### src/rtl/uart_tx_fifo.sv
// UART transmitter with an integrated transmit FIFO.
// Build-time data width, FIFO depth and divisor width. The baud divisor,
// parity mode and stop-bit count are sampled when each frame is popped.
// Frames go out back-to-back while the FIFO holds data.
module uart_tx_fifo #(
    parameter int DATA_BITS  = 8,
    parameter int FIFO_DEPTH = 16,
    parameter int DIV_W      = 16
) (
    input  logic                            clk_i,
    input  logic                            reset_n,
    input  logic [DIV_W-1:0]                baud_div_i,
    input  logic [1:0]                      parity_i,
    input  logic                            stop2_i,
    input  logic [DATA_BITS-1:0]            wr_data_i,
    input  logic                            wr_en_i,
    output logic                            full_o,
    output logic                            empty_o,
    output logic [$clog2(FIFO_DEPTH):0]     level_o,
    output logic                            overflow_o,
    output logic                            busy_o,
    output logic                            uart_tx_o
);

    localparam int AW = $clog2(FIFO_DEPTH);
    localparam int LW = AW + 1;
    localparam int BW = (DATA_BITS > 1) ? $clog2(DATA_BITS) : 1;

    typedef enum logic [2:0] {S_IDLE, S_START, S_DATA, S_PARITY, S_STOP} state_t;

    // FIFO storage and bookkeeping
    logic [DATA_BITS-1:0] mem [FIFO_DEPTH];
    logic [AW-1:0]        wr_ptr_q, rd_ptr_q;
    logic [LW-1:0]        count_q;
    logic                 push, pop;
    logic [DATA_BITS-1:0] head;

    // Frame engine
    state_t               state_q, state_d;
    logic                 load;
    logic                 tx_q, tx_d;
    logic [DIV_W-1:0]     timer_q, div_q, div_eff;
    logic [BW-1:0]        bit_q;
    logic                 stop_q;
    logic [DATA_BITS-1:0] shreg_q;
    logic                 par_en_q, par_bit_q, stop2_q;
    logic                 bit_end;

    assign full_o     = (count_q == LW'(FIFO_DEPTH));
    assign empty_o    = (count_q == '0);
    assign level_o    = count_q;
    assign busy_o     = (state_q != S_IDLE) || !empty_o;
    assign uart_tx_o  = tx_q;

    // A full FIFO drops the write even if a pop frees a slot this cycle.
    assign push    = wr_en_i && !full_o;
    assign head    = mem[rd_ptr_q];
    assign div_eff = (baud_div_i == '0) ? DIV_W'(1) : baud_div_i;
    assign bit_end = (timer_q == DIV_W'(1));

    // FIFO storage write (no reset needed on the data array)
    always_ff @(posedge clk_i) begin
        if (push) mem[wr_ptr_q] <= wr_data_i;
    end

    // FIFO pointers, occupancy and overflow pulse
    always_ff @(posedge clk_i or negedge reset_n) begin
        if (!reset_n) begin
            wr_ptr_q   <= '0;
            rd_ptr_q   <= '0;
            count_q    <= '0;
            overflow_o <= 1'b0;
        end else begin
            overflow_o <= wr_en_i && full_o;
            if (push) wr_ptr_q <= wr_ptr_q + AW'(1);
            if (pop)  rd_ptr_q <= rd_ptr_q + AW'(1);
            unique case ({push, pop})
                2'b10:   count_q <= count_q + LW'(1);
                2'b01:   count_q <= count_q - LW'(1);
                default: count_q <= count_q;
            endcase
        end
    end

    // FSM state register
    always_ff @(posedge clk_i or negedge reset_n) begin
        if (!reset_n) state_q <= S_IDLE;
        else          state_q <= state_d;
    end

    // FSM next state; load marks the start of a new bit, pop a new frame
    always_comb begin
        state_d = state_q;
        pop     = 1'b0;
        load    = 1'b0;
        unique case (state_q)
            S_IDLE: if (!empty_o) begin
                pop = 1'b1; load = 1'b1; state_d = S_START;
            end
            S_START: if (bit_end) begin
                load = 1'b1; state_d = S_DATA;
            end
            S_DATA: if (bit_end) begin
                load = 1'b1;
                if (bit_q == BW'(DATA_BITS - 1))
                    state_d = par_en_q ? S_PARITY : S_STOP;
            end
            S_PARITY: if (bit_end) begin
                load = 1'b1; state_d = S_STOP;
            end
            S_STOP: if (bit_end) begin
                if (stop2_q && !stop_q) begin
                    load = 1'b1;
                end else if (!empty_o) begin
                    pop = 1'b1; load = 1'b1; state_d = S_START;
                end else begin
                    state_d = S_IDLE;
                end
            end
            default: state_d = S_IDLE;
        endcase
    end

    // FSM output: next line level, taken at each bit start
    always_comb begin
        tx_d = tx_q;
        if (state_d == S_IDLE) tx_d = 1'b1;
        else if (load) begin
            unique case (state_d)
                S_START:  tx_d = 1'b0;
                S_DATA:   tx_d = shreg_q[0];
                S_PARITY: tx_d = par_bit_q;
                default:  tx_d = 1'b1;
            endcase
        end
    end

    // Line register: the only driver of uart_tx_o
    always_ff @(posedge clk_i or negedge reset_n) begin
        if (!reset_n) tx_q <= 1'b1;
        else          tx_q <= tx_d;
    end

    // Bit timer, bit counters, shift register and per-frame config
    always_ff @(posedge clk_i or negedge reset_n) begin
        if (!reset_n) begin
            timer_q   <= '0;
            div_q     <= DIV_W'(1);
            bit_q     <= '0;
            stop_q    <= 1'b0;
            shreg_q   <= '0;
            par_en_q  <= 1'b0;
            par_bit_q <= 1'b0;
            stop2_q   <= 1'b0;
        end else begin
            if (load)                     timer_q <= pop ? div_eff : div_q;
            else if (state_q != S_IDLE)   timer_q <= timer_q - DIV_W'(1);

            if (pop) begin
                shreg_q   <= head;
                div_q     <= div_eff;
                stop2_q   <= stop2_i;
                par_en_q  <= (parity_i == 2'b01) || (parity_i == 2'b10);
                par_bit_q <= (parity_i == 2'b01) ? ~(^head) : ^head;
            end else if (load && state_d == S_DATA) begin
                shreg_q <= shreg_q >> 1;
            end

            if (load) begin
                if (state_q == S_START)     bit_q <= '0;
                else if (state_q == S_DATA) bit_q <= bit_q + BW'(1);
                stop_q <= (state_q == S_STOP) && (state_d == S_STOP);
            end
        end
    end

endmodule

### config.mk
export PLATFORM = sky130hd
export DESIGN_NAME = uart_tx_fifo
export DESIGN_NICKNAME = d
export VERILOG_FILES = /design/src/rtl/uart_tx_fifo.sv
export SDC_FILE = /design/constraint.sdc
export NUM_CORES = 1
export LEC_CHECK = 0
export CORE_MARGIN = 3
export CORE_UTILIZATION = 54
export CTS_CLUSTER_SIZE = 8
export DETAILED_ROUTE_END_ITERATION = 10
export PLACE_DENSITY = 0.86
export SYNTH_ARGS = -nofsm -noshare
export SYNTH_HDL_FRONTEND = slang
export SYNTH_SLANG_ARGS = --single-unit
### constraint.sdc
create_clock -name clk_i -period 3.4 [get_ports clk_i]
set_clock_uncertainty 0.05 [all_clocks]
set_input_delay 0.68 -clock clk_i [delete_from_list [all_inputs] [get_ports clk_i]]
set_output_delay 0.68 -clock clk_i [all_outputs]
set_load 0.02 [all_outputs]
==> Word level (Yosys, flattened, before mapping) <==
Memories as Yosys holds them, arrays and structs flattened.
Index checks and enable logic that the tools add are counted.
{ "word_totals": {"reg_bits": 65, "ram_bits": 128, "input_bits": 30, "out_inout_bits": 10, "wordCells": 93, "memories": 1} }
{ "classes": {"n_addsub": 6, "n_eq_ne": 15, "n_mux": 33, "bitwise_logic": 1, "reduce_logical": 23} }
{ "mem_list": {"columns": ["name", "words", "word_bits", "read_ports", "rd_ports_with_merged_regs", "wr", "line_no", "text"], "rows": [
  ["mem", 16, 8, 1, 0, 1, "32", "logic [DATA_BITS-1:0] mem [FIFO_DEPTH];"]
]} }
{ "op_table": {"columns": ["cell", "count"], "rows": [
  ["$mux W16", 4],
  ["$mux W3", 10],
  ["$eq A16 B1 Y1 const B", 1],
  ["$logic_not A16 Y1", 1],
  ["$mux W8", 2],
  ["$sub A16 B1 Y16 const B", 1],
  ["$pmux W3 S5", 1],
  ["$eq A3 B2 Y1 const B", 4],
  ["$mux W1", 12],
  ["$pmux W5 S2", 1],
  ["$reduce_bool A2 Y1", 5],
  ["$eq A3 B3 Y1 const B", 3],
  ["$add A4 B1 Y4 const B", 2],
  ["$reduce_xor A8 Y1", 1],
  ["$eq A3 B1 Y1 const B", 2],
  ["$logic_not A3 Y1", 2],
  ["$pmux W1 S3", 2],
  ["$add A5 B1 Y5 const B", 1],
  ["$eq A5 B5 Y1 const B", 1],
  ["$logic_and A1 B1 Y1", 5],
  ["$logic_not A5 Y1", 1],
  ["$sub A5 B1 Y5 const B", 1],
  ["$eq A2 B1 Y1 const B", 2],
  ["$eq A2 B2 Y1 const B", 2],
  ["8 further kinds", 11]
]} }

==> Logic depth before layout (Yosys ltp) <==
Gate-level depths: netlist of run 1.
{ "logic_depth": {"ltp_word": 9, "ltp_mapped": 19, "mapped_depth_nobuf": 16} }

==> Worst setup path after synthesis of run 1 <==
Ideal clock, no wire load.
{ "synth_timing": {"path_kind": "reg2reg", "start": "reg timer_q[1]", "end": "reg count_q[4] (netlist: level_o[4])", "t_arrival_ns": 3.231, "required_ns": 3.217, "path_slack_ns": -0.014, "path_stages_with_launch": 20, "path_buffers": 3, "synth_period_minus_slack_ns": 3.414, "path_cell_list": "dfrtp_1 > inv_1 > ha_1 > nor4b_2 > nand4_2 > o21a_1 > or2_1 > buf_6 > inv_2 > buf_4 > buf_2 > ha_1 > inv_1 > fa_1 > inv_1 > a21o_1 > a21oi_1 > xnor2_1 > nor2_1 > xor2_1"} }
{ "synth_via": {"elab_chain_len": 5, "word_cells_on_any_way": 7, "classes_between": "eq/ne (3); mux (3); reduce/logical (1)"} }
{ "synth_lines": {"columns": ["item", "line_no", "text"], "rows": [
  ["from (decl)", "42", "logic [DIV_W-1:0] timer_q, div_q, div_eff;"],
  ["from (signal assigned)", "156", "if (load) timer_q <= pop ? div_eff : div_q;"],
  ["from (signal assigned)", "157", "else if (state_q != S_IDLE) timer_q <= timer_q - DIV_W'(1);"],
  ["$eq A16 B1 Y1 (*)", "59", "assign bit_end = (timer_q == DIV_W'(1));"],
  ["$mux W1 (*)", "111", "S_STOP: if (bit_end) begin"],
  ["$pmux W1 S2 (*)", "96", "unique case (state_q)"],
  ["via pop", "35", "logic push, pop;"],
  ["$eq A2 B1 Y1 or $eq A2 B2 Y1 (tied branches)", "77", "unique case ({push, pop})"],
  ["$pmux W5 S2 or $reduce_bool A2 Y1 (tied branches)", null, null],
  ["to (signal assigned)", "78", "2'b10: count_q <= count_q + LW'(1);"],
  ["to (signal assigned)", "79", "2'b01: count_q <= count_q - LW'(1);"],
  ["to (signal assigned)", "80", "default: count_q <= count_q;"],
  ["to (decl)", "34", "logic [LW-1:0] count_q;"]
]} }
The timed path passes the listed nets; every way through them passes the cells marked *.
A chain may end at the register's enable or synchronous reset.

==> Final worst setup path of run 1 <==
{ "layout_timing": {"start": "reg count_q[1] (netlist: level_o[1])", "end": "out busy_o"} }
{ "layout_via": {"elab_chain_len": 3} }
{ "layout_lines": {"columns": ["item", "line_no", "text"], "rows": [
  ["$logic_not A5 Y1", "50", "assign empty_o = (count_q == '0);"],
  ["$logic_not A1 Y1", null, null],
  ["$logic_or A1 B1 Y1", "52", "assign busy_o = (state_q != S_IDLE) || !empty_o;"],
  ["to (decl)", "21", "output logic busy_o,"]
]} }
Every way passes these cells.

==> metrics.csv, run 1 <==
metric;value;unit
antenna_found_initial;0;
ant_nets;0;
hold_slack;0.133;ns
yosysWarningCount;0;
wl;18300;um
max-slew-margin-rel;49.0;%
critPathRequiredTime;2.67;ns
slowest_delay;0.60;ns
fin_crit;3.22;ns
stdcell_area;0.00980;mm^2
areaGrowthSynthToFinish;14.7;%
cts_setup_buffers;0;
die_x;132;um
critPathMaxFanout;11;
critPathArrivalTime;2.49;ns
hpwl;12400;um
slew_violations;0;
crit_path_end_kind;output port;
grt_use_total;22.1;%
clock_tree.root_cell;clkbuf_16;
synthSimpleGateAreaFrac;10.7;%
htree_levels;4;
drt_first_pass_iters;5;
synth_fa_ha_area_share;2.28;%
yosysUniqueCellTypes;58;
cp_slowest_cell;clkdlybuf4s50_1;
worstSkewPairLatency;0.43;ns
fp.dieArea;0.0174;mm^2
dp.cells;898;
layout_setup_ws;0.180;ns
synth.area.mux_share;8.71;%
setup_viol;0;
drive_gt1_share;13.0;%
status;completed;
vias;5533;
synth_nets;702;
start_kind;register;
cts_sinks;193;
cts_resized;0;
ys.flop_type;edfxtp_1;
synth_xor_area_share;2.01;%
power_density;827;mW/mm^2
synthCells;657;
viasPerCell;5.96;
r2r_cells;16;
r2r_end;level_o[4];
worstReg2RegStart;timer_q[1];
grt_first_pass_wirelength;30100;um
cts_tree;yes;
detailedPlace.worstSlack;0.319;ns
numPortBuffers;39;
start_util;55.8;%
min_period_over_period;94.7;%
place.gp.congestion;0.918;
diodes;0;
async_flop_share;33.7;%
dpl-instance-area;0.00921;mm^2
cap_violations;0;
reg2reg_slack;0.27;ns
clk_pin_slew_worst_paths;0.07;ns
worstPathCellList;nor4_2, nand2b_1, nor3_2, inv_1, clkdlybuf4s50_1;
hold_class;in2async;
grt_max_degree;34;
worstSetupPathType;reg2out;
ctsHoldBuffers;0;
irDropWorstVdd;0.513;mV
cts_max_path_buffers;2;
hold_viol_final;0;
mostFrequentLayoutCells;128 x edfxtp_1, 100 x nand2_1, 62 x dfrtp_1;
die_h;132;um
p_total;8110;uW
drcViolationCount;0;
ios;40;
drt_iter0_markers;538;
layout_commonest_cell;edfxtp_1;
ys_ff_latch;193;
synth_top_family_by_area;simple AND/OR/NAND/NOR gates;
fmax;311;MHz
fp.coreArea;0.0153;mm^2
fin_nets;751;
synth_compound_area_share;8.95;%
synth-edff-count;128;
p_leak;0.00375;uW
tightest_slew;0.761;ns
cts_buffers;17;
layout.cells.non_filler;929;
syn_area;0.00854;mm^2
grt-ovfl-total;0;
yosysSeqAreaShare;64.1;%
wl_per_cell;19.7;um
syn_area_per_cell;13.0;um^2
grt_pass1_vias;5613;
rows;45;
## critical path, delay by kind of cell (launching register included)
family	cells	cell delay, ns
buf+inv	2	0.79
flops	1	0.44
simple gates	3	0.83
## cell families after synthesis
group / count (synthesis)
adder cells (fa/ha/maj): 15
AO/OA/AOI/OAI: 123
XOR/XNOR: 18
multiplexers: 53
AND/OR/NAND/NOR: 200
flip-flops: 193
buffers and inverters: 55
## final cells by class
| cell class | count | area [um^2] |
|---|---|---|
| Fill cell | 1099 | 5520 |
| Sequential cell | 193 | 5470 |
| Multi-Input combinational cell | 409 | 2810 |
| Timing Repair Buffer | 65 | 593 |
| Clock buffer | 18 | 429 |
| Tap cell | 211 | 264 |
| Clock inverter | 13 | 150 |
| Inverter | 20 | 75.1 |
## per-layer routing
| layer | wire, um | GRT usage, % |
|---|---|---|
| met1 | 7420 | 29.0 |
| met4 | 461 | 8.05 |
| met3 | 1080 | 4.62 |
| met2 | 9360 | 36.7 |
| met5 | 0 | 0 |
## metrics by stage
step,utilization (%),setup TNS [ns]
finish,64.0,0
global route,64.0,-0.0170
CTS,63.9,0
detailed placement,60.2,0
global placement,60.2,0
floorplan,-,0
## cells in the mapped netlist, types with 4 or more instances
library cell  number  area, um^2
a21o_1             4        30.0
a21oi_1           33         165
a221oi_1          16         140
a22oi_1            9        67.6
buf_2             13        65.1
buf_6              5        56.3
clkbuf_1          12        45.0
dfrtp_1           63        1580
edfxtp_1         128        3840
ha_1              14         175
inv_1             19        71.3
mux2i_1           32         320
mux4_2            16         360
nand2_1          100         375
nand2b_1           4        25.0
nand3_1            8        40.0
nand4_1            4        25.0
nor2_1            38         143
nor3_1            21         105
nor4_1             5        31.3
o21ai_0           40         200
xnor2_1           12         105
xor2_1             5        43.8
## registers in the layout, indices dropped and copies added, names as in the netlist
register,cells
bit_q,3
level_o,5
par_bit_q,1
state_q,3
par_en_q,1
overflow_o,1
wr_ptr_q,4
timer_q,16
div_q,16
stop_q,1
stop2_q,1
shreg_q,8
rd_ptr_q,4
mem,128
uart_tx_o,1
## worst max path at each step
stage | cells past startpoint | to | from
final | 5 | busy_o | level_o[1]
after floorplan | 19 | level_o[4] | timer_q[1]
after CTS | 5 | busy_o | level_o[0]
after detailed placement | 16 | level_o[4] | timer_q[1]
after global routing | 5 | busy_o | level_o[0]
after global placement | 16 | level_o[4] | timer_q[1]
## power by group
group	switching, uW	total (uW)	internal (uW)	leakage, uW
clock network	872	1970	1100	0.000289
registers	417	3430	3010	0.00195
logic	1470	2710	1240	0.00152
Note: power is estimated with default switching activity, not from simulation.
==> run 2, diff against run 1 <==
--- a/constraint.sdc
+++ b/constraint.sdc
@@ -4,2 +4,2 @@
 set_output_delay 0.68 -clock clk_i [all_outputs]
-set_load 0.02 [all_outputs]
+set_load 0.01 [all_outputs]
==> run 2 against run 1 <==
  * Final area fell by 0.87%
  * Non-clock buffer count fell by 5
  * Critical path depth did not move
  * Total power fell by 2.0%
  * Wire length rose by 0.44%
  * Sequential cell count did not move
  * First-iteration DRC count rose by 1.9%
  * Die area did not move
  * Sequential power barely moved
  * Utilization fell by 0.56 points
==> metrics.csv, run 2 (synthesized netlist as in run 1, its figures left out) <==
metric;value;unit;change
drt_iter0_markers;548;;+1.9%
regMostFlops;mem;;
setup-tns-final;0;ns;unchanged
slew_violations;0;;unchanged
tightest_slew;1.11;ns;+0.348 ns
vias;5582;;+0.89%
wl;18400;um;+0.44%
grt_max_degree;35;;+2.9%
clk_pin_slew_worst_paths;0.07;ns;about the same
crit_path_end;busy_o;;
hpwl;12300;um;-1.0%
ios;40;;unchanged
cp.depth;5;;unchanged
route.met3.wl;1280;um;+19%
start_util;55.8;%;unchanged
slowest_delay;0.54;ns;-0.06 ns
fp.coreArea;0.0153;mm^2;unchanged
rows;45;;unchanged
crit_path_end_kind;output port;;
hold_viol_final;0;;unchanged
cts_max_path_buffers;2;;unchanged
cap_violations;0;;unchanged
layout.cells.non_filler;923;;-0.65%
grt_use_total;22.0;%;-0.068 points
worstSetupPathType;reg2out;;
hold_class;in2async;;
layout_commonest_cell;edfxtp_1;;
die_x;132;um;unchanged
htree_levels;4;;unchanged
grt_first_pass_wirelength;29700;um;-1.4%
die_h;132;um;unchanged
critPathMaxFanout;11;;unchanged
worstPathCellList;nor4_2, nand2b_1, nor3_2, inv_1, clkdlybuf4s50_1;;
stdcell_area;0.00971;mm^2;-0.87%
max-slew-margin-rel;25.9;%;-23 points
critPathArrivalTime;2.45;ns;-0.04 ns
detailedPlace.worstSlack;0.285;ns;-0.0336 ns
diodes;0;;unchanged
areaGrowthSynthToFinish;13.7;%;
drt_first_pass_iters;8;;+3
reg2reg_slack;0.24;ns;-0.03 ns
grt_pass1_vias;5475;;-2.5%
cts_tree;yes;;
numPortBuffers;39;;unchanged
status;completed;;
wl_met1;7360;um;-0.82%
dr.max_layer_used;met4;;
ant_nets;0;;unchanged
setup_viol;0;;unchanged
dpl-instance-area;0.00917;mm^2;-0.50%
cts_resized;0;;unchanged
cts_setup_buffers;0;;unchanged
worstReg2RegStart;timer_q[1];;
fin_crit;3.18;ns;-0.0442 ns
critPathRequiredTime;2.67;ns;about the same
layout_setup_ws;0.224;ns;+0.0442 ns
power_density;818;mW/mm^2;-1.1%
min_period_over_period;93.4;%;-1.3 points
dr_wl_met2;9100;um;-2.8%
clock_tree.root_cell;clkbuf_16;;
antenna_found_initial;0;;unchanged
drcViolationCount;0;;unchanged
place.gp.congestion;0.897;;-2.4%
path_buf_inv;2;;unchanged
crit_family;simple AND/OR/NAND/NOR gates;;
drive_gt1_share;11.9;%;-1.0 points
r2r_end;level_o[4];;
reg_top3;mem (128), div_q (16), timer_q (16);;
fmax;315;MHz;+1.4%
fin_nets;746;;-0.67%
wl_per_cell;19.9;um;+1.1%
p_leak;0.00370;uW;-1.5%
cp_slowest_cell;clkdlybuf4s50_1;;
cts_buffers;17;;unchanged
cts_sinks;193;;unchanged
critPathLaunch;level_o[1];;
viasPerCell;6.05;;+1.5%
mostFrequentLayoutCells;128 x edfxtp_1, 100 x nand2_1, 62 x dfrtp_1;;
dp.cells;893;;-0.56%
grt-ovfl-total;0;;unchanged
fp.dieArea;0.0174;mm^2;unchanged
irDropWorstVdd;0.434;mV;-15%
fill_cells;1116;;+1.5%
r2r_cells;16;;unchanged
largest_reg_flops;128;;unchanged
ctsHoldBuffers;0;;unchanged
worstSkewPairLatency;0.44;ns;about the same
start_kind;register;;
run 2: cell count changes in the layout (fill, tap and decap cells not counted), sizes merged:
cell	before	now
buf	27	22
bufinv	2	1
clkbuf	18	17
clkinv	5	9
clkinvlp	0	1
inv	26	22
run 2: final cells by class:
cell class	count	area, um^2	share of cell area, %
clock inverters	13	115	1.18
repair buffers	60	556	5.72
clock buffers	17	425	4.38
inverters	20	75.1	0.773
multi-input cells	409	2810	28.9
well taps	211	264	2.72
flip-flops and latches	193	5470	56.3
run 2: worst min path at each step:
stage                       to  slack [ns]
floorplan             bit_q[0]        0.33
detailed placement   div_q[14]        0.41
finish                 stop2_q        0.25
global route           stop2_q        0.29
global placement     div_q[15]        0.41
CTS                 overflow_o        0.26
run 2: routing by layer:
layer  track usage, %  up-vias
met3             4.96       59
met4             9.74        0
met2             34.9      255
li1                 -     2515
met1             29.5     2753
met5                0        -
run 2: where the power goes:
part | internal [uW] | switching [uW]
clock | 1000 | 850
combinational | 1230 | 1460
sequential | 3020 | 388
run 2: through the flow:
step / hold slack (ns) / total power [uW] / util, %
2_1_floorplan: 0.334 / 5350 / -
3_3_place_gp: 0.408 / 5920 / 59.9
3_5_place_dp: 0.412 / 6080 / 59.9
4_1_cts: 0.256 / 7950 / 63.4
5_1_grt: 0.291 / 8360 / 63.4
6_report: 0.247 / 7950 / 63.4
==> run 3, diff against run 2 <==
- TNS_END_PERCENT: default -> 20
==> results of run 3 <==
Same layout as run 2: the final DEF is identical, and so are final timing and power.
